`src/rtl/pe_acc_if.sv`:
```
// Stream and weight-load bundle for pe_acc.
// The master side drives pixels, weights and o_ready; the slave (pe_acc) returns
// p_ready and the result channel.
interface pe_acc_if #(
    parameter int TAPS = 3,
    parameter int ROWS = 3,
    parameter int PW   = 8,
    parameter int WW   = 8,
    parameter int OW   = 16
);
    localparam int RW = (ROWS > 1) ? $clog2(ROWS) : 1;

    logic                   w_load;
    logic [RW-1:0]          w_row;
    logic [TAPS*WW-1:0]     w_in;
    logic [TAPS*PW-1:0]     p;
    logic                   p_valid;
    logic                   p_ready;
    logic                   relu_en;
    logic signed [OW-1:0]   o;
    logic                   o_valid;
    logic                   o_ready;
    logic                   o_sat;

    modport master (
        output w_load, w_row, w_in, p, p_valid, relu_en, o_ready,
        input  p_ready, o, o_valid, o_sat
    );

    modport slave (
        input  w_load, w_row, w_in, p, p_valid, relu_en, o_ready,
        output p_ready, o, o_valid, o_sat
    );
endinterface

```
`src/rtl/pe_acc.sv`:
```
// pe_acc: multi-row convolution processing element.
// Each accepted vector of TAPS unsigned pixels is multiplied by the weight row
// selected by the row counter; ROWS consecutive row sums are accumulated into one
// shifted, optionally ReLU-clamped, saturated output. Three pipeline stages
// (products, row sum, accumulate/output) all advance on a single enable that
// drops only while a finished result is waiting for o_ready.
module pe_acc #(
    parameter int TAPS  = 3,
    parameter int ROWS  = 3,
    parameter int PW    = 8,
    parameter int WW    = 8,
    parameter int OW    = 16,
    parameter int SHIFT = 0
) (
    input  logic      clk,
    input  logic      rst,
    pe_acc_if.slave   bus
);
    localparam int RW  = (ROWS > 1) ? $clog2(ROWS) : 1;
    localparam int PRW = PW + WW + 1;                       // one signed product
    localparam int SW  = PRW + $clog2(TAPS);                // one row sum
    localparam int AW  = PW + WW + 1 + $clog2(TAPS * ROWS); // window accumulator
    localparam int CW  = (AW > OW) ? AW : OW;               // saturation compare width

    localparam logic signed [CW-1:0] SAT_MAX = {{(CW-OW+1){1'b0}}, {(OW-1){1'b1}}};
    localparam logic signed [CW-1:0] SAT_MIN = {{(CW-OW+1){1'b1}}, {(OW-1){1'b0}}};
    localparam logic signed [OW-1:0] OUT_MAX = {1'b0, {(OW-1){1'b1}}};
    localparam logic signed [OW-1:0] OUT_MIN = {1'b1, {(OW-1){1'b0}}};

    // weight bank (deliberately outside reset so coefficients survive a pipeline flush)
    logic signed [WW-1:0]  w_bank_r [ROWS][TAPS];

    // control
    logic                  en_s;
    logic                  accept_s;
    logic [RW-1:0]         row_r;
    logic                  first_s;
    logic                  last_s;

    // stage 1
    logic signed [PRW-1:0] pix_ext_s [TAPS];
    logic signed [PRW-1:0] w_ext_s   [TAPS];
    logic signed [PRW-1:0] prod_s    [TAPS];
    logic signed [PRW-1:0] prod_r    [TAPS];
    logic                  v1_r;
    logic                  first1_r;
    logic                  last1_r;
    logic                  relu1_r;

    // stage 2
    logic signed [SW-1:0]  rowsum_s;
    logic signed [SW-1:0]  rowsum_r;
    logic                  v2_r;
    logic                  first2_r;
    logic                  last2_r;
    logic                  relu2_r;

    // stage 3
    logic signed [AW-1:0]  acc_r;
    logic signed [AW-1:0]  base_s;
    logic signed [AW-1:0]  total_s;
    logic signed [AW-1:0]  shifted_s;
    logic signed [AW-1:0]  relu_s;
    logic signed [CW-1:0]  wide_s;
    logic signed [OW-1:0]  sat_val_s;
    logic                  sat_flag_s;
    logic signed [OW-1:0]  o_r;
    logic                  o_valid_r;
    logic                  o_sat_r;

    assign en_s         = !(o_valid_r && !bus.o_ready);
    assign bus.p_ready  = en_s && !rst;
    assign accept_s     = bus.p_valid && bus.p_ready;
    assign first_s      = (row_r == '0);
    assign last_s       = (row_r == RW'(ROWS - 1));

    assign bus.o        = o_r;
    assign bus.o_valid  = o_valid_r;
    assign bus.o_sat    = o_sat_r;

    // Weight row write; a vector accepted on the same edge still sees the old row.
    always_ff @(posedge clk) begin
        if (bus.w_load && (int'(bus.w_row) < ROWS)) begin
            for (int k = 0; k < TAPS; k++) begin
                w_bank_r[bus.w_row][k] <= bus.w_in[(TAPS-1-k)*WW +: WW];
            end
        end
    end

    // Row counter: one step per accepted vector, wrapping at the end of the window.
    always_ff @(posedge clk) begin
        if (rst) begin
            row_r <= '0;
        end else if (accept_s) begin
            if (last_s) begin
                row_r <= '0;
            end else begin
                row_r <= row_r + RW'(1);
            end
        end
    end

    // Per-tap products: pixel zero-extended to a signed operand times current-row weight.
    always_comb begin
        for (int k = 0; k < TAPS; k++) begin
            pix_ext_s[k] = PRW'({1'b0, bus.p[(TAPS-1-k)*PW +: PW]});
            w_ext_s[k]   = PRW'(w_bank_r[row_r][k]);
            prod_s[k]    = pix_ext_s[k] * w_ext_s[k];
        end
    end

    // Stage 1 register: products plus window tags and the ReLU request.
    always_ff @(posedge clk) begin
        if (rst) begin
            v1_r     <= 1'b0;
            first1_r <= 1'b0;
            last1_r  <= 1'b0;
            relu1_r  <= 1'b0;
            for (int k = 0; k < TAPS; k++) begin
                prod_r[k] <= '0;
            end
        end else if (en_s) begin
            v1_r <= accept_s;
            if (accept_s) begin
                first1_r <= first_s;
                last1_r  <= last_s;
                relu1_r  <= bus.relu_en;
                for (int k = 0; k < TAPS; k++) begin
                    prod_r[k] <= prod_s[k];
                end
            end
        end
    end

    // Adder tree over the registered products.
    always_comb begin
        rowsum_s = '0;
        for (int k = 0; k < TAPS; k++) begin
            rowsum_s = rowsum_s + SW'(prod_r[k]);
        end
    end

    // Stage 2 register: row sum with tags.
    always_ff @(posedge clk) begin
        if (rst) begin
            v2_r     <= 1'b0;
            rowsum_r <= '0;
            first2_r <= 1'b0;
            last2_r  <= 1'b0;
            relu2_r  <= 1'b0;
        end else if (en_s) begin
            v2_r <= v1_r;
            if (v1_r) begin
                rowsum_r <= rowsum_s;
                first2_r <= first1_r;
                last2_r  <= last1_r;
                relu2_r  <= relu1_r;
            end
        end
    end

    // Window sum, floor shift, optional ReLU and signed saturation of the result.
    always_comb begin
        if (first2_r) begin
            base_s = '0;
        end else begin
            base_s = acc_r;
        end
        total_s   = base_s + AW'(rowsum_r);
        shifted_s = total_s >>> SHIFT;
        if (relu2_r && shifted_s[AW-1]) begin
            relu_s = '0;
        end else begin
            relu_s = shifted_s;
        end
        wide_s = CW'(relu_s);
        if (wide_s > SAT_MAX) begin
            sat_val_s  = OUT_MAX;
            sat_flag_s = 1'b1;
        end else if (wide_s < SAT_MIN) begin
            sat_val_s  = OUT_MIN;
            sat_flag_s = 1'b1;
        end else begin
            sat_val_s  = wide_s[OW-1:0];
            sat_flag_s = 1'b0;
        end
    end

    // Accumulator: restarts on a first row, holds through bubbles and stalls.
    always_ff @(posedge clk) begin
        if (rst) begin
            acc_r <= '0;
        end else if (en_s && v2_r) begin
            acc_r <= total_s;
        end
    end

    // Output register: loads on a last row, holds while stalled, clears on handshake.
    always_ff @(posedge clk) begin
        if (rst) begin
            o_r       <= '0;
            o_valid_r <= 1'b0;
            o_sat_r   <= 1'b0;
        end else if (en_s && v2_r && last2_r) begin
            o_r       <= sat_val_s;
            o_valid_r <= 1'b1;
            o_sat_r   <= sat_flag_s;
        end else if (o_valid_r && bus.o_ready) begin
            o_valid_r <= 1'b0;
        end
    end
endmodule

```
`src/flat_wrapper.sv`:
```
// flat-port wrapper written by rule: the top's interface ports become plain ports
module pe_acc_flat 
#(
    parameter int TAPS  = 3,
    parameter int ROWS  = 3,
    parameter int PW    = 8,
    parameter int WW    = 8,
    parameter int OW    = 16,
    parameter int SHIFT = 0
)
  (clk, rst, bus_w_load, bus_w_row, bus_w_in, bus_p, bus_p_valid, bus_relu_en, bus_o_ready, bus_p_ready, bus_o, bus_o_valid, bus_o_sat);
  pe_acc_if #(.TAPS(TAPS), .ROWS(ROWS), .PW(PW), .WW(WW), .OW(OW)) bus_i ();
  input  logic clk;
  input  logic rst;
  input wire logic [$bits(bus_i.w_load)-1:0] bus_w_load;
  input wire logic [$bits(bus_i.w_row)-1:0] bus_w_row;
  input wire logic [$bits(bus_i.w_in)-1:0] bus_w_in;
  input wire logic [$bits(bus_i.p)-1:0] bus_p;
  input wire logic [$bits(bus_i.p_valid)-1:0] bus_p_valid;
  input wire logic [$bits(bus_i.relu_en)-1:0] bus_relu_en;
  input wire logic [$bits(bus_i.o_ready)-1:0] bus_o_ready;
  output wire logic [$bits(bus_i.p_ready)-1:0] bus_p_ready;
  output wire logic [$bits(bus_i.o)-1:0] bus_o;
  output wire logic [$bits(bus_i.o_valid)-1:0] bus_o_valid;
  output wire logic [$bits(bus_i.o_sat)-1:0] bus_o_sat;
  assign bus_i.w_load = bus_w_load;
  assign bus_i.w_row = bus_w_row;
  assign bus_i.w_in = bus_w_in;
  assign bus_i.p = bus_p;
  assign bus_i.p_valid = bus_p_valid;
  assign bus_i.relu_en = bus_relu_en;
  assign bus_i.o_ready = bus_o_ready;
  assign bus_p_ready = bus_i.p_ready;
  assign bus_o = bus_i.o;
  assign bus_o_valid = bus_i.o_valid;
  assign bus_o_sat = bus_i.o_sat;
  pe_acc #(.TAPS(TAPS), .ROWS(ROWS), .PW(PW), .WW(WW), .OW(OW), .SHIFT(SHIFT)) u_core (.clk(clk), .rst(rst), .bus(bus_i));
endmodule
```
`config.mk`:
```
export PLATFORM = sky130hd
export DESIGN_NAME = pe_acc_flat
export DESIGN_NICKNAME = d
export VERILOG_FILES = /design/src/rtl/pe_acc_if.sv /design/src/rtl/pe_acc.sv /design/src/flat_wrapper.sv
export SDC_FILE = /design/constraint.sdc
export NUM_CORES = 1
export LEC_CHECK = 0
export CORE_UTILIZATION = 25
export CTS_CLUSTER_DIAMETER = 30
export DETAILED_ROUTE_END_ITERATION = 8
export PLACE_DENSITY = 0.5
export SYNTH_ARGS = -nofsm -noshare
export SYNTH_HDL_FRONTEND = slang
export SYNTH_SLANG_ARGS = --single-unit
export TNS_END_PERCENT = 100
```
`constraint.sdc`:
```
create_clock -name clk -period 6.4 [get_ports clk]
set_input_delay 0.96 -clock clk [delete_from_list [all_inputs] [get_ports clk]]
set_output_delay 0.96 -clock clk [all_outputs]
set_load 0.01 [all_outputs]
```
Word level (Yosys, flattened, before mapping)
Memory sizes are Yosys's and may differ from the RTL's. A register that Yosys moved wholly into a read port is not among the register bits.
Cells that the tools add are included.

word-level totals
  flip-flop bits (word level) = 68
  RAM bits = 123
  input bits = 56
  word-level logic and storage cells = 68
  memories = 2

operators by class
  add/sub/neg operators = 4
  multiply operators = 3
  magnitude comparators = 3
  equal/unequal tests = 1
  muxes and demuxes = 22
  bitwise gates (word level) = 4
  reductions and logical operators = 15

memories
  memory           depth  bits a word  rd ports  clocked after memory_dff  wr ports  line          source
  u_core.w_bank_r  3      24           1         1                         1         pe_acc.sv:31  logic signed [WW-1:0] w_bank_r [ROWS][TAPS];
  u_core.prod_r    3      17           3         0                         3         pe_acc.sv:44  logic signed [PRW-1:0] prod_r [TAPS];

operator list
  cell                                                           count
  multiplier 9 x 8 -> 17 bit                                     3
  two-way mux 17 bit                                             3
  two-way mux 21 bit                                             2
  two-way mux 16 bit                                             2
  adder 21 x 19 -> 21 bit                                        1
  > comparator 21 x 16 -> 1 bit (second input constant)          1
  less-than comparator 21 x 16 -> 1 bit (second input constant)  1
  adder 18 x 17 -> 19 bit                                        1
  adder 17 x 17 -> 18 bit                                        1
  two-way mux 1 bit                                              12
  logical AND 1 bit                                              8
  two-way mux 2 bit                                              3
  AND reduction 2 bit                                            2
  zero test 1 bit                                                3
  bitwise OR 1 bit                                               3
  adder 2 x 1 -> 2 bit (second input constant)                   1
  == test 2 bit (second input constant)                          1
  zero test 2 bit                                                1
  less-than comparator 2 bit (second input constant)             1
  nonzero test 2 bit                                             1
  inverter 1 bit                                                 1

Depth between registers and ports, before layout
Gate-level depths: netlist of run 1.

  word-level depth = 10
  depth in mapped cells = 24

Worst setup path after synthesis of run 1
OpenSTA, ideal clock, no wires.

  path type = register to register
  from = reg (tool-made name)
  to = mem u_core.prod_r[0][15] (netlist bit), data pin
  arrival time = 5.879 ns
  data required time = 6.131 ns
  setup slack = 0.252 ns
  cell stages (with the launch flop) = 23
  period minus slack after synthesis = 6.148 ns
  cells stage by stage = dfxtp_1 > clkbuf_1 > clkbuf_1 > mux2i_1 > nor2_1 > a21oi_1 > or2_2 > fa_1 > fa_1 > inv_1 > fa_1 > inv_1 > fa_1 > inv_1 > ha_1 > inv_1 > o21ai_0 > a21oi_1 > o21ai_0 > a211o_1 > a2111oi_0 > o21ai_0 > nor3b_1

RTL lines
  item           line
  end, declared  pe_acc.sv:44

==> impl_metrics.tcl, run 1 <==
set metrics [dict create \
    synthArstFlopShare 0 \
    synthToLayoutAreaGrowth_pct 16.6 \
    grt_remaining_overflow 0 \
    critPathMaxFanout 24 \
    wl_um 34200 \
    drc 0 \
    crit_chain "buf_12 > mux2i_1 > nor2_1 > a21oi_1 > nand2b_1 > fa_1 > fa_1 > inv_1 > fa_1 > inv_1 > fa_1 > inv_1 > ha_1 > inv_1 > o21ai_0 > a21oi_1 > o21ai_0 > a211o_1 > a2111oi_0 > o21ai_0 > nor3b_1" \
    antenna_found_initial 0 \
    drive_above_1_share 0.0630 \
    synth_edf_count 123 \
    ys_ff_latch 193 \
    whs_path_depth 2 \
    cts_buffers 17 \
    power_density_mw_per_mm2 351 \
    n_fill_cell 6499 \
    multi_input_area_mm2 0.00961 \
    hold_viol 0 \
    place.detailed.hpwl_um 27200 \
    worst_ep_arrival_time_ns 6.10 \
    max_freq_mhz 170 \
    core_mm2 0.0616 \
    r2r_cells 21 \
    diodes 0 \
    clock_path_buffers 2 \
    ff_latch_area_mm2 0.00510 \
    avgSynthCellArea_um2 10.1 \
    crit_slowest_cell "fa_1" \
    combPwrFrac 0.573 \
    synth_area_mm2 0.0156 \
    worstSetupPathType "flop to flop" \
    worst-path-buf-inv 5 \
    synth_top_area_share 0.237 \
    finalCriticalPeriod_ns 5.89 \
    grt_pass1_vias 10984 \
    final_nets 1989 \
    power_frac_clock 0.170 \
    post_cts.repair.setup_buffers 0 \
    cts_hold_buf 0 \
    vias 10589 \
    synth_top_cells_by_area "edfxtp_1 24%, fa_1 17%, ha_1 13%" \
    cp-start-kind "flop" \
    die_w_um 252 \
    grt_usage 0.115 \
    cp.required_ns 6.61 \
    ant_nets 0 \
    worstMarginPinSlew_ns 1.13 \
    end_kind "flop" \
    ys_types 63 \
    postLayoutCoreUtil 0.295 \
    grt_pass1_wl_um 57400 \
    r2r-end "u_core.prod_r[0][15]" \
    finalSetupViolations 0 \
    cp_top_family "adder cells" \
    numPortBuffers 74 \
    cpPeakStageDelay_ns 0.55 \
    swShare 0.420 \
    yosysSeqAreaShare 0.327 \
    clock-sinks 193 \
    min_to "u_core.acc_r[9]" \
    finalCritPeriodShare 0.920 \
    yosysTopAreaCell "edfxtp_1" \
    h-tree-depth 4 \
    p_sw_w 0.00268 \
    max_cap_violations 0 \
    p_leak_nw 7.74 \
    clk_latency_ns 0.48 \
    die_h_um 252 \
    skew_ns 0.0138 \
    cts_root_buf "clkbuf_16" \
    holdCritPathClass "flop to flop" \
    syn_inst 1537 \
    synthesis.nets 1889 \
    setup_tns_ns 0 \
    die-area_mm2 0.0633 \
    rows 91 \
    drtIter0Drc 556 \
    cts_tree "built" \
    p_seq_frac 0.257 \
    slew_headroom 0.245 \
    hp-start "u_core.acc_r[9]" \
    top_level_ports 75 \
    path_clk_slew_ns 0.08 \
    initial_core_util 0.253 \
    slew_violations 0 \
    cell_internal_pwr_w 0.00370 \
    ir_drop_uv 272 \
    drt_pass1_iterations 5 \
    rsz0062_at_grt "no" \
    r2r_setup_slack_ns 0.51 \
    cts_resized 0 \
    yosys_warnings 0 \
    outcome "finished clean" \
    wire_per_inst_um 13.8 \
    grt_start_max_net_pins 59 \
    viasPerCell 4.26 \
    synth_flop_cell "edfxtp_1" \
    gp_congestion 0.801 \
]
-- synthesized netlist by cell type, drive strengths merged, types with 10 or more instances --
library cell / instances
edfxtp: 123
nor3: 32
o21ai: 43
ha: 166
a211oi: 10
dfxtp: 70
xnor2: 27
a21oi: 104
nor2: 108
fa: 130
nor3b: 10
nand2b: 47
mux2i: 27
xor2: 19
clkbuf: 29
nor2b: 160
nand2: 101
a21o: 11
inv: 190
and3: 15
o21a: 10
a221o: 15
-- power groups by stage --
stage | clock (W) | combinational [W] | sequential (W)
floorplan | 0 | 0.00285 | 0.00162
detailed placement | 0 | 0.00369 | 0.00167
global placement | 0 | 0.00368 | 0.00167
global route | 0.00117 | 0.00429 | 0.00166
finish | 0.00108 | 0.00366 | 0.00164
CTS | 0.00113 | 0.00374 | 0.00165
-- sequential cells by signal (all words and copies together), names as in the netlist, 2 cells and up, named ones only --
signal	flops
u_core.w_bank_r	72
u_core.prod_r	51
u_core.acc_r	21
u_core.rowsum_r	19
u_core.bus.o	16
u_core.row_r	2
-- how the worst max path moves through the flow --
stage	depth (start not counted)	end	from
6_report	21	u_core.prod_r[0][15]	flop
5_1_grt	23	u_core.prod_r[0][32]	flop
4_1_cts	21	u_core.prod_r[0][15]	flop
3_5_place_dp	18	u_core.prod_r[0][15]	bus_p[16]
3_3_place_gp	18	u_core.prod_r[0][15]	bus_p[16]
2_1_floorplan	22	u_core.prod_r[0][15]	flop
-- worst min-delay path: cells and delay by family, from the launching register on --
family | cells | cell delay (ns)
flip-flops | 1 | 0.31
AND/OR/NAND/NOR | 1 | 0.05
AO/OA/AOI/OAI | 1 | 0.05
-- layer usage --
metal  wire length [µm]  track usage  up-vias
met4                351       0.0270        0
li1                   -            -     5373
met1              16600        0.151     5078
met5                  0            0        -
met2              16100        0.190      115
met3               1150       0.0252       23
-- area by class of cell --
cell class / count / share of cell area
clock buffers: 17 / 0.0234
clock inverters: 15 / 0.0101
inverters: 190 / 0.0393
multi-input cells: 1119 / 0.529
flip-flops and latches: 193 / 0.281
well taps: 837 / 0.0577
repair buffers: 116 / 0.0593
-- cell families after synthesis --
kind of cell / Yosys count / share of synthesized area
multiplexers: 28 / 0.0181
adder cells (fa/ha/maj): 296 / 0.301
XOR/XNOR: 46 / 0.0268
buffers and inverters: 225 / 0.0561
AO/OA/AOI/OAI: 237 / 0.0984
AND/OR/NAND/NOR: 512 / 0.173
flip-flops: 193 / 0.327
-- stage by stage --
step	setup WS [ns]	cells	cell area (µm²)	hold WS (ns)	total power (W)
2_1_floorplan	0.252	1537	15600	0.432	0.00447
3_3_place_gp	0.191	2455	17500	0.438	0.00535
3_5_place_dp	0.145	2455	17500	0.443	0.00537
4_1_cts	0.409	2487	18200	0.453	0.00651
5_1_grt	0.0621	2487	18200	0.478	0.00712
6_report	0.512	2487	18200	0.451	0.00638
-- layout by cell type (no fill, tap or decap), types with 17 or more instances in the layout --
master	Yosys	final
buf_4	0	40
edfxtp_1	123	123
ha_1	166	166
clkdlybuf4s50_1	0	73
dfxtp_1	70	69
o21ai_0	41	41
a21oi_1	103	103
clkbuf_16	0	17
nor2b_1	160	160
nand2_1	101	101
nor2_1	108	107
xnor2_1	25	25
mux2i_1	27	27
nand2b_1	47	47
inv_1	190	189
nor3_1	31	31
xor2_1	19	19
fa_1	130	130
No activity file was read; power rests on OpenSTA's default activity.
==> run 2, diff against run 1 <==
--- a/config.mk
+++ b/config.mk
@@ -10,2 +10,4 @@
 export DETAILED_ROUTE_END_ITERATION = 8
+export GPL_ROUTABILITY_DRIVEN = 0
+export MAX_ROUTING_LAYER = met4
 export PLACE_DENSITY = 0.5
==> constraint.sdc (replaced) <==
create_clock -name clk -period 6.4 [get_ports clk]
set_input_delay 1.28 -clock clk [delete_from_list [all_inputs] [get_ports clk]]
set_output_delay 1.28 -clock clk [all_outputs]
set_load 0.01 [all_outputs]
==> run 2 against run 1 <==
Against the previous run: register-to-register slack lost 0.03 ns; cell area increased by 0.87%; utilization rose by 0.26 points; die area is the same; combinational power up 2%; power increased by 1.2%; via count grew 0.56%; critical path type is now input pin to flop; setup slack worse by 0.12 ns; global-route usage rose by 0.063 points; clock power barely moved; sequential power barely moved; cell count rose by 0.92%.
==> impl_metrics.tcl, run 2 (synthesis results as in run 1) <==
set metrics [dict create \
    outcome "finished clean" \
    numPortBuffers 74 \
    die_w_um 252 \
    place.detailed.hpwl_um 27000 \
    grt_remaining_overflow 0 \
    wl_um 33900 \
    power_density_mw_per_mm2 353 \
    hold_viol 0 \
    clock_path_buffers 2 \
    finalCritPeriodShare 0.939 \
    top_level_ports 75 \
    rows 91 \
    cts_buffers 17 \
    r2r_setup_slack_ns 0.48 \
    holdCritPathClass "flop to flop" \
    p_leak_nw 7.84 \
    ant_nets 0 \
    largest-register "u_core.w_bank_r" \
    hp-start "u_core.acc_r[9]" \
    setup_tns_ns 0 \
    r2r_cells 21 \
    rsz0062_at_grt "no" \
    wire_per_inst_um 13.5 \
    diodes 0 \
    grt_pass1_vias 10802 \
    synthToLayoutAreaGrowth_pct 17.6 \
    drive_above_1_share 0.0765 \
    worstSetupPathType "input pin to flop" \
    slew_violations 0 \
    n_fill_cell 6448 \
    slew_headroom 0.245 \
    placed_area_mm2 0.0177 \
    cp-start-kind "input pin" \
    grt_pass1_wl_um 55600 \
    whs_path_depth 2 \
    drc 0 \
    vias 10648 \
    drtIter0Drc 551 \
    core_mm2 0.0616 \
    end_kind "flop" \
    die_h_um 252 \
    clk_latency_ns 0.48 \
    viasPerCell 4.24 \
    skew_ns 0.0134 \
    clock-sinks 193 \
    min_to "u_core.acc_r[9]" \
    largest_reg_flops 72 \
    post_cts.repair.setup_buffers 0 \
    critPathMaxFanout 2 \
    cp.required_ns 6.62 \
    h-tree-depth 4 \
    cts_tree "built" \
    final_cell_area_mm2 0.0183 \
    ir_drop_uv 253 \
    cts_root_buf "clkbuf_16" \
    finalSetupViolations 0 \
    max_freq_mhz 166 \
    initial_core_util 0.253 \
    largestRegisters "u_core.w_bank_r x72, u_core.prod_r x51, u_core.acc_r x21" \
    final_cell_mix "189 x inv_1, 166 x ha_1, 160 x nor2b_1, 130 x fa_1, 123 x edfxtp_1" \
    final_nets 2012 \
    drt_pass1_iterations 5 \
    max_cap_violations 0 \
    grt_usage 0.115 \
    path_clk_slew_ns 0.07 \
    grt_start_max_net_pins 58 \
    r2r-end "u_core.prod_r[0][32]" \
    antenna_found_initial 0 \
    finalCriticalPeriod_ns 6.01 \
    layout_commonest_cell "inv_1" \
    worstMarginPinSlew_ns 1.13 \
    worst_ep_arrival_time_ns 6.23 \
    die-area_mm2 0.0633 \
]
==> run 2: worst max-delay path: stages <==
cell and delay [ns]:
clkdlybuf4s50_1 0.42, or2_2 0.32, fa_1 0.51, fa_1 0.54, inv_1 0.05, fa_1 0.54
inv_1 0.06, fa_1 0.53, inv_1 0.04, ha_1 0.29, inv_1 0.07, o21ai_0 0.09
a21oi_1 0.19, o21ai_0 0.13, a211o_1 0.32, a2111oi_0 0.52, o21ai_0 0.17, nor3b_1 0.16
==> run 2: worst max-delay path by stage <==
stage	from	to	slack, ns	depth (start not counted)
3_5_place_dp	bus_p[8]	u_core.prod_r[0][32]	-0.15	18
3_3_place_gp	bus_p[8]	u_core.prod_r[0][32]	-0.04	18
2_1_floorplan	flop	u_core.prod_r[0][15]	0.25	22
4_1_cts	flop	u_core.prod_r[0][32]	0.27	18
5_1_grt	flop	u_core.prod_r[0][32]	0.05	21
6_report	bus_p[8]	u_core.prod_r[0][32]	0.39	18
==> run 2: layout make-up <==
cell class                 count  area (µm²)  share of cell area
multi-input combinational   1119        9610               0.525
timing repair buffer         139        1240              0.0675
clock buffer                  17         425              0.0232
clock inverter                15         179             0.00977
tap                          837        1050              0.0572
inverter                     190         713              0.0390
sequential                   193        5100               0.278
==> run 2: power breakdown <==
| group | internal (W) | switching (W) | total (W) | leakage, nW |
|---|---|---|---|---|
| Sequential | 0.00153 | 0.000110 | 0.00164 | 1.77 |
| Clock | 0.000530 | 0.000561 | 0.00109 | 0.292 |
| Combinational | 0.00171 | 0.00202 | 0.00372 | 5.78 |
==> run 2: stage by stage <==
stage	total power [W]	hold WS, ns	instances	utilization	worst slack [ns]
finish	0.00646	0.451	2510	0.297	0.389
global route	0.00720	0.482	2510	0.297	0.0489
CTS	0.00657	0.453	2510	0.297	0.269
detailed placement	0.00543	0.443	2478	0.287	-0.146
global placement	0.00543	0.438	2478	0.287	-0.0357
floorplan	0.00447	0.432	1537	-	0.252
==> run 2: timing repair <==
| action | in CTS | in global routing |
|---|---|---|
| resized for setup | 0 | 1 |
| endpoints found under the setup margin | 0 | 3 |
| hold buffers | 0 | 0 |
==> run 2: metal layers <==
layer | GRT usage | up-vias | part of all wire
li1 | - | 5407 | -
met1 | 0.148 | 5079 | 0.49
met2 | 0.184 | 131 | 0.46
met3 | 0.0221 | 31 | 0.031
met4 | 0.0341 | 0 | 0.017
met5 | - | - | 0
==> run 3, diff against run 2 <==
- CTS_CLUSTER_SIZE: default -> 28
==> results of run 3 <==
Final layout, timing and power as in run 2 (identical DEF).
